$ cat src/rtl/spk_arb_pkg.sv
// Shared types and source indices for the speaker arbiter.
package spk_arb_pkg;

  typedef enum logic [1:0] {
    ST_IDLE  = 2'd0,
    ST_GRANT = 2'd1,
    ST_GAP   = 2'd2
  } state_t;

  localparam int unsigned SRC_CHIME = 0;
  localparam int unsigned SRC_ALR0  = 1;
  localparam int unsigned SRC_ALR1  = 2;
  localparam int unsigned SRC_ALR2  = 3;
  localparam int unsigned SRC_ALR3  = 4;
  localparam int unsigned SRC_CD    = 5;

endpackage

$ cat src/rtl/speaker_arbiter_pri.sv
// Highest-set-bit to one-hot encoder; zero in, zero out.
module pri_onehot #(
  parameter int unsigned N = 6
) (
  input  logic [N-1:0] vec,
  output logic [N-1:0] onehot_c
);

  always_comb begin
    onehot_c = '0;
    for (int i = 0; i < int'(N); i++) begin
      if (vec[i]) begin
        onehot_c    = '0;
        onehot_c[i] = 1'b1;
      end
    end
  end

endmodule

$ cat src/rtl/speaker_arbiter.sv
// Priority arbiter for one shared speaker pin with minimum hold time and dismiss masking.
// Optional silence gap between grants: define SPK_ARB_GAP_EN.
module speaker_arbiter
  import spk_arb_pkg::*;
#(
  parameter int unsigned NREQ     = SRC_CD + 1,
  parameter int unsigned HOLD_CYC = 16,
  parameter int unsigned GAP_CYC  = 4
) (
  input  logic            clk,
  input  logic            rst,
  input  logic [NREQ-1:0] req,
  input  logic [NREQ-1:0] tone_in,
  input  logic            dismiss,
  output logic [NREQ-1:0] grant,
  output logic            speaker,
  output logic            busy,
  output logic [NREQ-1:0] mask
);

  localparam int unsigned HOLD_W = (HOLD_CYC > 1) ? $clog2(HOLD_CYC) : 1;
  localparam logic [HOLD_W-1:0] HOLD_MAX = HOLD_W'(HOLD_CYC - 1);

  if (HOLD_CYC < 1 || GAP_CYC < 1) begin : g_bad_params
    $error("speaker_arbiter: HOLD_CYC and GAP_CYC must be at least 1");
  end

  state_t            state;
  logic [HOLD_W-1:0] hold_cnt;
  logic [NREQ-1:0]   eligible;
  logic [NREQ-1:0]   top_c;
  logic              lost;
  logic              preempt;
  logic              leave;
  logic [NREQ-1:0]   mask_set;

`ifdef SPK_ARB_GAP_EN
  localparam int unsigned GAP_W = $clog2(GAP_CYC + 1);
  localparam logic [GAP_W-1:0] GAP_LAST = GAP_W'(GAP_CYC - 1);
  logic [GAP_W-1:0] gap_cnt;
`endif

  assign eligible = req & ~mask;

  pri_onehot #(.N(NREQ)) u_pri (
    .vec      (eligible),
    .onehot_c (top_c)
  );

  // One-hot vectors compare like their indices, so top_c > grant means a higher requester waits.
  assign lost     = ~|(grant & eligible) | dismiss;
  assign preempt  = (top_c > grant) && (hold_cnt == HOLD_MAX);
  assign leave    = lost | preempt;
  assign mask_set = (state == ST_GRANT && dismiss) ? grant : '0;

  always_ff @(posedge clk) begin
    if (rst) begin
      state    <= ST_IDLE;
      grant    <= '0;
      speaker  <= 1'b0;
      busy     <= 1'b0;
      mask     <= '0;
      hold_cnt <= '0;
`ifdef SPK_ARB_GAP_EN
      gap_cnt  <= '0;
`endif
    end else begin
      mask <= (mask & req) | mask_set;
      case (state)
        ST_IDLE: begin
          hold_cnt <= '0;
          if (|eligible) begin
            state   <= ST_GRANT;
            grant   <= top_c;
            speaker <= |(tone_in & top_c);
            busy    <= 1'b1;
          end else begin
            grant   <= '0;
            speaker <= 1'b0;
            busy    <= 1'b0;
          end
        end
        ST_GRANT: begin
          if (leave) begin
            grant    <= '0;
            speaker  <= 1'b0;
            hold_cnt <= '0;
`ifdef SPK_ARB_GAP_EN
            state    <= ST_GAP;
            busy     <= 1'b1;
            gap_cnt  <= '0;
`else
            state    <= ST_IDLE;
            busy     <= 1'b0;
`endif
          end else begin
            speaker <= |(tone_in & grant);
            busy    <= 1'b1;
            if (hold_cnt != HOLD_MAX) hold_cnt <= hold_cnt + HOLD_W'(1);
          end
        end
`ifdef SPK_ARB_GAP_EN
        ST_GAP: begin
          grant   <= '0;
          speaker <= 1'b0;
          if (gap_cnt == GAP_LAST) begin
            state <= ST_IDLE;
            busy  <= 1'b0;
          end else begin
            gap_cnt <= gap_cnt + GAP_W'(1);
            busy    <= 1'b1;
          end
        end
`endif
        default: begin
          state    <= ST_IDLE;
          grant    <= '0;
          speaker  <= 1'b0;
          busy     <= 1'b0;
          hold_cnt <= '0;
        end
      endcase
    end
  end

endmodule

$ cat config.mk
export PLATFORM = sky130hd
export DESIGN_NAME = speaker_arbiter
export DESIGN_NICKNAME = d
export VERILOG_FILES = /design/src/rtl/spk_arb_pkg.sv /design/src/rtl/speaker_arbiter_pri.sv /design/src/rtl/speaker_arbiter.sv
export SDC_FILE = /design/constraint.sdc
export NUM_CORES = 1
export LEC_CHECK = 0
export ABC_AREA = 1
export CORE_UTILIZATION = 25
export CTS_CLUSTER_DIAMETER = 100
export CTS_CLUSTER_SIZE = 12
export DETAILED_ROUTE_END_ITERATION = 8
export SYNTH_ARGS = -nofsm -noshare
export SYNTH_HDL_FRONTEND = slang
export SYNTH_SLANG_ARGS = --single-unit
$ cat constraint.sdc
create_clock -name clk -period 4.3 [get_ports clk]
set_input_delay 0.43 -clock clk [delete_from_list [all_inputs] [get_ports clk]]
set_output_delay 0.43 -clock clk [all_outputs]
set_load 0.005 [all_outputs]
==> results.txt, run 1 <==
- Count of synthesis-stage warnings from yosys: 0
* Port Buffer Count: 28
* Min Tclk post-route: 2270 ps
- The slowest stage of the critical path is the sky130_fd_sc_hd__clkdlybuf4s50_1 cell.
- The floorplan step defined a die boundary enclosing 0.00511 mm².
- Worst Setup Slack post-DPL: 1780 ps
- Relative slew slack: 61.3%
* Number of antenna diodes: 0
- Worst Clk Skew: 3.89 ps
- Number of hold buffers added after cts: 0
* Aggregate routed wire length: 2980 µm
* Type of destination of the critical path: flop
- VDD sags by at most 0.126 mV.
- TritonCTS built the clock tree.
* GR Overflow Total: 0
- Finished Core Util: 35.2%
* Clock root buffer: sky130_fd_sc_hd__clkbuf_8
* Final weighted congestion of routability-driven global placement: 0.800
- By count the netlist is led by sky130_fd_sc_hd__nand2_1, sky130_fd_sc_hd__inv_1, sky130_fd_sc_hd__dfxtp_1.
* CP peak stage delay: 510 ps
* Setup ws final: 2030 ps
* Resized cells post-CTS: 0
* Max-Cap Viols: 0
* Number of enable-type register cells in the synthesized netlist: 0
- Share of synthesized registers carrying an async set or reset: 0%
- After synthesis the cells add up to 0.00121 mm².
* Least-Margin Pin Slew: 578 ps
- Compared with the post-synthesis result, the final layout area differs by 31.4%.
* All-Layer GR Usage: 12.4%
- Share of cells above drive strength 1: 10.7%
* Arrival time of the worst setup path: 2390 ps
* Total Negative Setup Slacks: 0 ps
- The hold violation count in the final report came to 0.
- Largest net degree at the start of global routing: 12
- Number of search-and-repair iterations in the first detailed-routing pass: 4
- Post-synth net total: 198
- Post-Synthesis Mean Instance Area: 6.90 µm²
- Portion of the post-synthesis area used by sequential elements: 31.5%
* Required time worst endpoint: 4430 ps
- Yosys instantiated no cell more often than sky130_fd_sc_hd__nand2_1.
- After layout, the worst path uses 52.7% of the clock period.
- In this run the vertical extent of the chip is 71.5 µm.
- Summed over all cells, the static leakage comes to 0.687 nW.
- After detailed routing, the number of remaining DRC violations is 0.
- Yosys top cell by area: sky130_fd_sc_hd__dfxtp_1
- The via count of the first global-routing pass is 1102.
- Worst Path Class, Setup: primary input to flop
* Pwr Total: 0.384 mW
- The top cell type by area accounts for 31.5% of the synthesized area.
- The number of max-slew violations in the final report was 0.
* Synth cell types: 24
* Overall die width: 71.5 µm
* Global-route wire length before repair: 5010 µm
* Detail-routed net length per standard cell: 11.6 µm
- Synthesis produced a netlist whose cell count is 175.
- For the worst-skew pair, the clock arrives at the later sink with an insertion delay of 260 ps.
- H-Tree Depth: 1
- Once detail routing completed, the nets flagged for antenna violations numbered 0.
- Of all nets on the critical path, the largest fanout is 8.
- Clock-pin slew was measured on the worst setup and hold paths at 70 ps.
- HP Class: flop to flop
- Core Region: 0.00450 mm²
- Run status: finished, final reports clean
- The first routing iteration left 39 violations.
* Initial antenna violation count: 0
- Setup repair after global routing missed its margin: no
- The HPWL after detailed placement is 2290 µm.
- The floorplan has 24 rows.
- Static timing analysis puts the maximum clock frequency at 441 MHz.
- Counting flops and latches in the post-synthesis netlist gives 19.
* Setup Viol. Count Final: 0
* Top cells by area in the synthesized netlist: sky130_fd_sc_hd__dfxtp_1, sky130_fd_sc_hd__nand2_1, sky130_fd_sc_hd__inv_1
- TritonCTS buffer count: 3
- Crit path cell chain: clkdlybuf4s50_1 -> nand2_2 -> nand2_4 -> inv_1 -> nand2_1 -> inv_1 -> ha_1 -> nand2_1 -> nor2_1 -> o21ai_0 -> nand3_1 -> nand2_2 -> nand3_4 -> o21ai_0
- Startpoint type of the worst setup path: primary input
- Setup fix buffers added after clock tree synthesis: 0
* Detailed-route via count: 1192
- No sink is reached through more buffers than the 2 on the longest clock path.
- Clock tree synthesis found a total of 19 sinks.
- For this run, the leading register cell type out of synthesis is sky130_fd_sc_hd__dfxtp_1.
- Vias per Instance: 4.64
- For this configuration, the core starts out at a cell density of 26.8%.
* Final net count: 229
- Pin placement for this block handled 29 I/O pins.
* Cell Pwr Density: 242 mW/mm²
-- logic make-up after synthesis --
family | count (synthesis) | synth area share (%)
buffers and inverters | 30 | 9.74
multiplexers | 1 | 0.933
AND/OR/NAND/NOR | 98 | 41.1
XOR/XNOR | 1 | 0.726
adder cells (fa/ha/maj) | 8 | 8.29
flip-flops | 19 | 31.5
AO/OA/AOI/OAI | 18 | 7.67
-- flip-flops by register name, indices dropped and copies added, names as in the netlist --
register,flops
busy,1
grant,6
hold_cnt,4
mask,6
speaker,1
state,1
-- layer usage --
metal	vias up	part of all wire, %	GRT usage (%)
met4	0	1.2	1.96
met2	34	43	18.8
met1	529	50	17.8
li1	623	-	-
met5	-	0	0
met3	6	5.6	3.80
-- where the power goes --
part           switching, mW  total (mW)  internal, mW
clock                 0.0665       0.131        0.0647
combinational         0.0364      0.0672        0.0308
sequential           0.00585       0.186         0.180
total                  0.109       0.384         0.276
-- cells in the final DEF (no fill, tap or decap), types with 2 or more instances in the layout --
master / count
sky130_fd_sc_hd__a21oi_1: 10
sky130_fd_sc_hd__clkdlybuf4s50_1: 28
sky130_fd_sc_hd__ha_1: 8
sky130_fd_sc_hd__nand2_2: 7
sky130_fd_sc_hd__nand3_1: 17
sky130_fd_sc_hd__o21ai_0: 5
sky130_fd_sc_hd__nand4_1: 7
sky130_fd_sc_hd__nand3_2: 2
sky130_fd_sc_hd__clkbuf_8: 3
sky130_fd_sc_hd__nor2_1: 17
sky130_fd_sc_hd__o21ai_1: 2
sky130_fd_sc_hd__nand2_4: 2
sky130_fd_sc_hd__nand2_1: 40
sky130_fd_sc_hd__nor2_4: 2
sky130_fd_sc_hd__inv_1: 27
sky130_fd_sc_hd__dfxtp_1: 19
-- worst max-delay path, delay by kind of cell --
family / cells / cell delay (ps)
adders and majority gates: 1 / 270
buffers and inverters: 3 / 620
and+or+nand+nor: 8 / 850
AOI/OAI and AO/OA: 2 / 220
-- final timing paths --
| check | startpoint | end | slack [ps] | depth (start not counted) |
|---|---|---|---|---|
| max | req[4] | busy | 2030 | 14 |
| max reg2reg | mask[4] | busy | 2290 | 12 |
| min reg2reg | mask[0] | mask[0] | 480 | 2 |
| min | mask[0] | mask[0] | 480 | 2 |
-- cell type report --
class / count / area (µm²)
clock inverter: 1 / 5.00
fill: 491 / 2920
sequential: 19 / 380
clock buffer: 3 / 41.3
tap: 52 / 65.1
timing repair buffer: 28 / 280
multi-input combinational: 126 / 709
inverter: 28 / 105
-- metrics by stage --
step	hold slack (ps)	area, µm²	instances
floorplan	465	1210	175
global placement	463	1540	253
detailed placement	470	1540	253
CTS	483	1590	257
global route	498	1590	257
finish	478	1590	257
No activity file was read; power rests on OpenSTA's default activity.
==> run 2, diff against run 1 <==
Clock period 4.3 ns to 1.96 ns, I/O delays scaled along.
==> results.txt, run 2 (synthesis gave the netlist of run 1 again) <==
* Run status: finished, final reports clean (unchanged)
- The leading cell type in the layout, fill and taps excluded was sky130_fd_sc_hd__nand2_1 (unchanged).
* Floorplan die area: 0.00511 mm² (unchanged)
* Top Registers: grant: 6 flops, mask: 6 flops, hold_cnt: 4 flops (unchanged)
- The HPWL after detailed placement was 2530 µm (was 2290 µm).
- The final setup violation count is 0 (unchanged).
* Least-Margin Pin Slew: 385 ps (was 578 ps)
* Number of antenna diodes: 0 (unchanged)
- Routed Antenna Nets: 0 (unchanged)
* # rows: 24 (unchanged)
- Buffer and inverter count on the worst path: 3 (unchanged)
- The final global-route overflow total came to 0 (unchanged).
- The library cell used as clock root buffer was sky130_fd_sc_hd__clkbuf_8 (unchanged).
- Top routing layer in use: met4 (unchanged)
- Maximum operating frequency: 544 MHz
* Capturing instance or port of the critical path: hold_cnt[0] (was busy)
- TritonCTS buffer count: 3 (unchanged)
* Filler-free cell count of the finished design: 278 (was 257)
- The overall routed net length was 3230 µm (was 2980 µm).
* Critical Path Start: mask[5] (was req[4])
- The max-capacitance violation count was 0 (unchanged).
- Number of hold buffers added after cts: 0 (unchanged)
* Relative slew slack: 74.3% (was 61.3%)
- The count of fill cells added during filler insertion was 472 (was 491).
- Initial antenna violation count: 0 (unchanged)
- Setup ws final: 121 ps (was 2030 ps)
* Overall die width: 71.5 µm (unchanged)
- The worst path in the final design needs a cycle of 1840 ps, including I/O delays and setup.
- Crit path cell chain: inv_1 -> nand2_2 -> nand2_4 -> buf_6 -> nor3_4 -> ha_1 -> inv_1 -> nor2_1 -> o21ai_1 -> nand3_1 -> nand2_4 -> nand3_4 -> nor2_1 (was clkdlybuf4s50_1 -> nand2_2 -> nand2_4 -> inv_1 -> nand2_1 -> inv_1 -> ha_1 -> nand2_1 -> nor2_1 -> o21ai_0 -> nand3_1 -> nand2_2 -> nand3_4 -> o21ai_0)
* Total Negative Setup Slacks: 0 ps (unchanged)
- The count of cell instances traversed by the critical path came to 13 (was 14).
- The clock tree from TritonCTS was built (unchanged).
* Cell family contributing the most delay on the critical path: simple AND/OR/NAND/NOR gates (unchanged)
- The critical path class is flop to flop (was primary input to flop).
* Layout-stage area growth over the synthesis result: 48.9% (was 31.4%)
* Combinational cell fraction of total power: 21.4% (was 17.5%)
- Cell-internal power: 0.629 mW (was 0.276 mW)
- The maximum fanout along the worst path was 8 (unchanged).
- The clock share of power is 31.9% (was 34.1%).
* Initial detailed-routing violation count: 52 (was 39)
* Wire length on met2: 1430 µm (was 1280 µm)
* Register area: 385 µm² (was 380 µm²)
- Deepest clock path buffer count: 2 (unchanged)
- Max-slew violation total from the final report: 0 (unchanged)
* Final weighted congestion of routability-driven global placement: 0.870 (was 0.800)
- Multi-input combinational cell area: 747 µm² (was 709 µm²)
- The switching share of power is 27.8% (was 28.3%).
- The net switching power is 0.243 mW (was 0.109 mW).
- Required time worst endpoint: 2160 ps (was 4430 ps)
- The routed length per placed instance came to 11.6 µm (about the same).
- Register-to-register setup slack: 120 ps (was 2290 ps)
- The critical path arrival is 2040 ps (was 2390 ps).
- Cell Pwr Density: 485 mW/mm² (was 242 mW/mm²)
- CP peak stage delay: 330 ps (was 510 ps)
* Cell Count Post-Placement: 269 (was 253)
- The final design instance area without fill was 0.00180 mm² (was 0.00159 mm²).
- Detailed-route via count: 1272 (was 1192)
- The wire length of the first global-routing pass was 5400 µm (was 5010 µm).
- Worst Setup Slack post-DPL: -267 ps (was 1780 ps)
- The placeable core region was 0.00450 mm² (unchanged).
- Sequential fraction of design power: 46.7% (was 48.4%)
* Starting density of the core: 26.8% (unchanged)
- The clock transition at the registers of the reported paths was 80 ps (was 70 ps).
- The cell at the slowest stage of the critical path is sky130_fd_sc_hd__dfxtp_2 (was sky130_fd_sc_hd__clkdlybuf4s50_1).
- The post-detailed-placement cell area was 0.00166 mm² (was 0.00154 mm²).
* Largest net degree at the start of global routing: 12 (unchanged)
* Startpoint type of the worst setup path: flop (was primary input)
* Clock insertion delay at the later pin of the skew report: 260 ps (about the same)
- The category of the worst setup path capture point was a flop (unchanged).
* Port Buffer Count: 28 (unchanged)
- The global router's overall resource usage came to 13.3% (was 12.4%).
* Cells on worst reg2reg path: 13 (was 12)
* Worst Clk Skew: 6.93 ps (was 3.89 ps)
- IO Pins: 29 (unchanged)
- The end-of-flow core utilization came to 39.9% (was 35.2%).
- Of the available clock period, the critical path in the final layout requires 93.8%.
- The wire length the detailed router placed on met1 was 1610 µm (was 1490 µm).
- Final hold vios: 0 (unchanged)
* Launch point of the worst reg-to-reg path: mask[5] (was mask[4])
* Peak ir drop on the vdd network: 0.246 mV (was 0.126 mV)
- The net count reported at finish was 250 (was 229).
- Number of global-route vias before repair: 1186 (was 1102)
- Vias per Instance: 4.58 (was 4.64)
* Most frequent cells in the layout: sky130_fd_sc_hd__nand2_1, sky130_fd_sc_hd__inv_1, sky130_fd_sc_hd__clkdlybuf4s50_1, sky130_fd_sc_hd__buf_4, sky130_fd_sc_hd__nand3_1 (was sky130_fd_sc_hd__nand2_1, sky130_fd_sc_hd__clkdlybuf4s50_1, sky130_fd_sc_hd__inv_1, sky130_fd_sc_hd__dfxtp_1)
- The launch point of the worst hold path is req[5] (was mask[0]).
- The number of DRC violations after detailed routing was 0 (unchanged).
- The floorplan die height was 71.5 µm (unchanged).
* Number of search-and-repair iterations in the first detailed-routing pass: 4 (unchanged)
- H-Tree Depth: 1 (unchanged)
* Share of cells above drive strength 1: 24.3% (was 10.7%)
* Met3 routed WL: 178 µm (was 167 µm)
- Clock Sink Count: 19 (unchanged)
- Static leakage power: 0.836 nW (was 0.687 nW)
- The endpoint of the lowest-slack register-to-register path is hold_cnt[0] (was busy).
* HP Class: primary input to flop (was flop to flop)
## run 2: cell types whose count changed in the layout (fill, tap and decap cells not counted), sizes merged
cell           before  now
clkdlybuf4s50      28   25
dlymetal6s2s        0    3
buf                 0   21
## run 2: tightest hold or removal path: stages
cell and delay [ps]:
sky130_fd_sc_hd__dlymetal6s2s_1 140, sky130_fd_sc_hd__nand2_1 60, sky130_fd_sc_hd__a21oi_1 60
## run 2: final cells by class
class | instances | share of cell area, %
clock inverters | 1 | 0.278
well taps | 52 | 3.62
inverters | 28 | 5.85
multi-input cells | 126 | 41.5
clock buffers | 3 | 2.30
repair buffers | 49 | 25.0
flip-flops and latches | 19 | 21.4
## run 2: routing by layer
layer  global-route usage, %  up-vias
met2                    20.2       33
li1                        -      662
met1                    19.7      573
met3                    3.23        4
met4                    1.31        0
met5                       0        -
## run 2: worst min-delay path by stage
stage,end,slack [ps],cells past startpoint
after floorplan,mask[1],340,2
after global placement,mask[0],460,2
after detailed placement,mask[0],470,2
after CTS,mask[0],480,2
after global routing,mask[4],260,3
final,mask[5],230,3
## run 2: through the flow
step | total power [mW] | hold WS [ps]
after floorplan | 0.494 | 336
after global placement | 0.587 | 461
after detailed placement | 0.588 | 468
after CTS | 0.873 | 480
after global routing | 0.917 | 256
final | 0.872 | 229
## run 2: power by group through the flow
stage / clock [mW] / combinational, mW / sequential (mW)
floorplan: 0 / 0.0836 / 0.411
global placement: 0 / 0.171 / 0.416
detailed placement: 0 / 0.172 / 0.416
CTS: 0.293 / 0.174 / 0.407
global route: 0.304 / 0.205 / 0.408
finish: 0.278 / 0.187 / 0.407
## run 2: repair_timing
| action | in CTS | in global routing |
|---|---|---|
| resized for setup | 1 | 20 |
| endpoints found under the setup margin | 1 | 13 |
| setup buffers | 0 | 5 |
| pin swaps | 0 | 7 |
==> run 3, diff against run 2 <==
Settings changed: SETUP_SLACK_MARGIN from default to 0.2.
==> results.txt, run 3 (synthesis gave the netlist of run 1 again) <==
- Register-to-register setup slack: 130 ps (was 120 ps)
- The floorplan die height came to 71.5 µm (unchanged).
* Layout-stage area growth over the synthesis result: 57.5% (was 48.9%)
- The count of fill cells added during filler insertion came to 456 (was 472).
- The data required time at the worst endpoint was 2160 ps (about the same).
- The final setup violation count is 0 (unchanged).
* Setup ws final: 135 ps (was 121 ps)
- HP Class: primary input to flop (unchanged)
* Total Negative Setup Slacks: 0 ps (unchanged)
- Aggregate routed wire length: 3480 µm (was 3230 µm)
* Initial detailed-routing violation count: 47 (was 52)
* Number of antenna diodes: 0 (unchanged)
- Clock Sink Count: 19 (unchanged)
- The largest vdd supply drop was 0.243 mV (was 0.246 mV).
- The via count of the first global-routing pass was 1286 (was 1186).
- Most frequent cells in the layout: sky130_fd_sc_hd__nand2_1, sky130_fd_sc_hd__buf_4, sky130_fd_sc_hd__clkdlybuf4s50_1, sky130_fd_sc_hd__inv_1, sky130_fd_sc_hd__nand3_1 (was sky130_fd_sc_hd__nand2_1, sky130_fd_sc_hd__inv_1, sky130_fd_sc_hd__clkdlybuf4s50_1, sky130_fd_sc_hd__buf_4, sky130_fd_sc_hd__nand3_1).
- Relative slew slack: 74.4% (was 74.3%)
- Capture point of the worst reg-to-reg path: hold_cnt[0] (unchanged)
- Hpwl dp: 2530 µm (unchanged)
- H-Tree Depth: 1 (unchanged)
* Detailed-route wire length on metal 1: 1660 µm (was 1610 µm)
- TritonCTS clock tree: built (unchanged)
* Startpoint type of the worst setup path: flop (unchanged)
* All-Layer GR Usage: 14.1% (was 13.3%)
* Largest net degree at the start of global routing: 12 (unchanged)
- The number of cells in the design after placement came to 269 (unchanged).
- The placement row count was 24 (unchanged).
- The worst setup timing slack at the placement stage came to -267 ps (unchanged).
- The final design instance area without fill came to 0.00190 mm² (was 0.00180 mm²).
* Wire length on met2: 1640 µm (was 1430 µm)
- IO Pins: 29 (unchanged)
* Remaining routing DRC violations: 0 (unchanged)
- Finished Core Util: 42.2% (was 39.9%)
- Port Buffer Count: 28 (unchanged)
- The insertion delay of the later-clocked pin in the worst-skew pair came to 260 ps (about the same).
* Share of cells above drive strength 1: 33.1% (was 24.3%)
* Top Registers: grant: 6 flops, mask: 6 flops, hold_cnt: 4 flops (unchanged)
* CP max-delay cell: sky130_fd_sc_hd__dfxtp_2 (unchanged)
* Type of destination of the critical path: flop (unchanged)
- Initial antenna violation count: 0 (unchanged)
- The launch point of the worst path is mask[4] (was mask[5]).
- The final estimated routing congestion in global placement came to 0.870 (unchanged).
* Total placed instance area: 0.00166 mm² (unchanged)
- Filler-free cell count of the finished design: 288 (was 278)
* Vias per Instance: 4.61 (was 4.58)
* Highest fanout seen on the critical path: 8 (unchanged)
- Final hold vios: 0 (unchanged)
* Floorplan die area: 0.00511 mm² (unchanged)
* Global-route wire length before repair: 5730 µm (was 5400 µm)
* Number of search-and-repair iterations in the first detailed-routing pass: 4 (unchanged)
- Pwr Total: 0.883 mW (was 0.872 mW)
* Setup repair after global routing missed its margin: yes
- The static leakage was 0.868 nW (was 0.836 nW).
* Core Region: 0.00450 mm² (unchanged)
- Least-Margin Pin Slew: 383 ps (was 385 ps)
- Detailed-route via count: 1328 (was 1272)
* Crit path cell chain: inv_2 -> nand2_2 -> nand2_4 -> nor3_4 -> ha_4 -> inv_2 -> nor2_1 -> o21ai_1 -> nand3_1 -> nand2_4 -> nand3_4 -> nor2_1 (was inv_1 -> nand2_2 -> nand2_4 -> buf_6 -> nor3_4 -> ha_1 -> inv_1 -> nor2_1 -> o21ai_1 -> nand3_1 -> nand2_4 -> nand3_4 -> nor2_1)
- Run status: finished, final reports clean (unchanged)
* Cells on worst reg2reg path: 12 (was 13)
* Routed Antenna Nets: 0 (unchanged)
- The termination of the worst setup path was hold_cnt[0] (unchanged).
- The startpoint of the lowest-slack register-to-register path is mask[4] (was mask[5]).
* Met3 routed WL: 163 µm (was 178 µm)
* Max-Cap Viols: 0 (unchanged)
- Clock root buffer: sky130_fd_sc_hd__clkbuf_8 (unchanged)
- Final net count: 260 (was 250)
* Max-slew violation total from the final report: 0 (unchanged)
- Min Tclk post-route: 1830 ps (was 1840 ps)
- Top routing layer in use: met4 (unchanged)
- Arrival time of the worst setup path: 2020 ps (was 2040 ps)
- The routed length per placed instance came to 12.1 µm (was 11.6 µm).
* Maximum operating frequency: 548 MHz (was 544 MHz)
* CP peak stage delay: 350 ps (was 330 ps)
- Period utilisation layout: 93.1% (was 93.8%)
- Hold slack final: 358 ps (was 229 ps)
- The leading cell type in the layout, fill and taps excluded was sky130_fd_sc_hd__nand2_1 (unchanged).
- Deepest clock path buffer count: 2 (unchanged)
- The width of the chip came to 71.5 µm (unchanged).
* GR Overflow Total: 0 (unchanged)
* Cell Pwr Density: 464 mW/mm² (was 485 mW/mm²)
- Worst Clk Skew: 5.04 ps (was 6.93 ps)
- TritonCTS buffer count: 3 (unchanged)
* CTS clk-pin slew, worst paths: 80 ps (about the same)
- The critical path class is flop to flop (unchanged).
- The starting density of the core is 26.8% (unchanged).
run 3: changes by cell type in the layout (fill, tap and decap cells not counted), moves of 3 or more:
cell	before	now
sky130_fd_sc_hd__buf_4	20	31
sky130_fd_sc_hd__dlymetal6s2s_1	3	0
sky130_fd_sc_hd__dlygate4sd2_1	0	5
sky130_fd_sc_hd__inv_1	27	20
sky130_fd_sc_hd__inv_2	1	8
run 3: worst max-delay path: cells and delay by family, from the launching register on:
| kind | cells | cell delay (ps) |
|---|---|---|
| DFF | 1 | 350 |
| adders and majority gates | 1 | 240 |
| buffers and inverters | 2 | 80 |
| and+or+nand+nor | 8 | 970 |
| AOI/OAI and AO/OA | 1 | 130 |
run 3: final cells by class:
type                    instances  area, µm²  share of cell area, %
well taps                      52       65.1                   3.42
inverters                      28        105                   5.53
clock buffers                   3       41.3                   2.17
flip-flops and latches         19        385                   20.3
repair buffers                 59        507                   26.6
multi-input cells             126        793                   41.7
clock inverters                 1       5.00                  0.263
run 3: repair_timing:
item | 4_1_cts | 5_1_grt
hold buffers | 0 | 0
pin swaps | 12 | 10
setup endpoints to repair | 13 | 13
gates resized for setup | 28 | 9
setup buffers | 11 | 4
run 3: power by group:
group | switching, mW | total, mW | leakage, nW | internal, mW
Clock | 0.137 | 0.279 | 0.0255 | 0.141
Combinational | 0.101 | 0.197 | 0.686 | 0.0961
Sequential | 0.0118 | 0.407 | 0.156 | 0.395
run 3: worst min-delay path by stage:
stage               startpoint       to  slack, ps  cells past startpoint
detailed placement     mask[0]  mask[0]        470                      2
global route            req[4]  mask[4]        370                      3
CTS                     req[5]  mask[5]        340                      3
global placement       mask[0]  mask[0]        460                      2
finish                  req[4]  mask[4]        360                      3
floorplan               req[1]  mask[1]        340                      2
run 3: layer usage:
metal  track usage (%)  up-vias
li1                  -      687
met1              19.8      594
met2              23.0       43
met3              3.23        4
met4              1.31        0
met5                 0        -
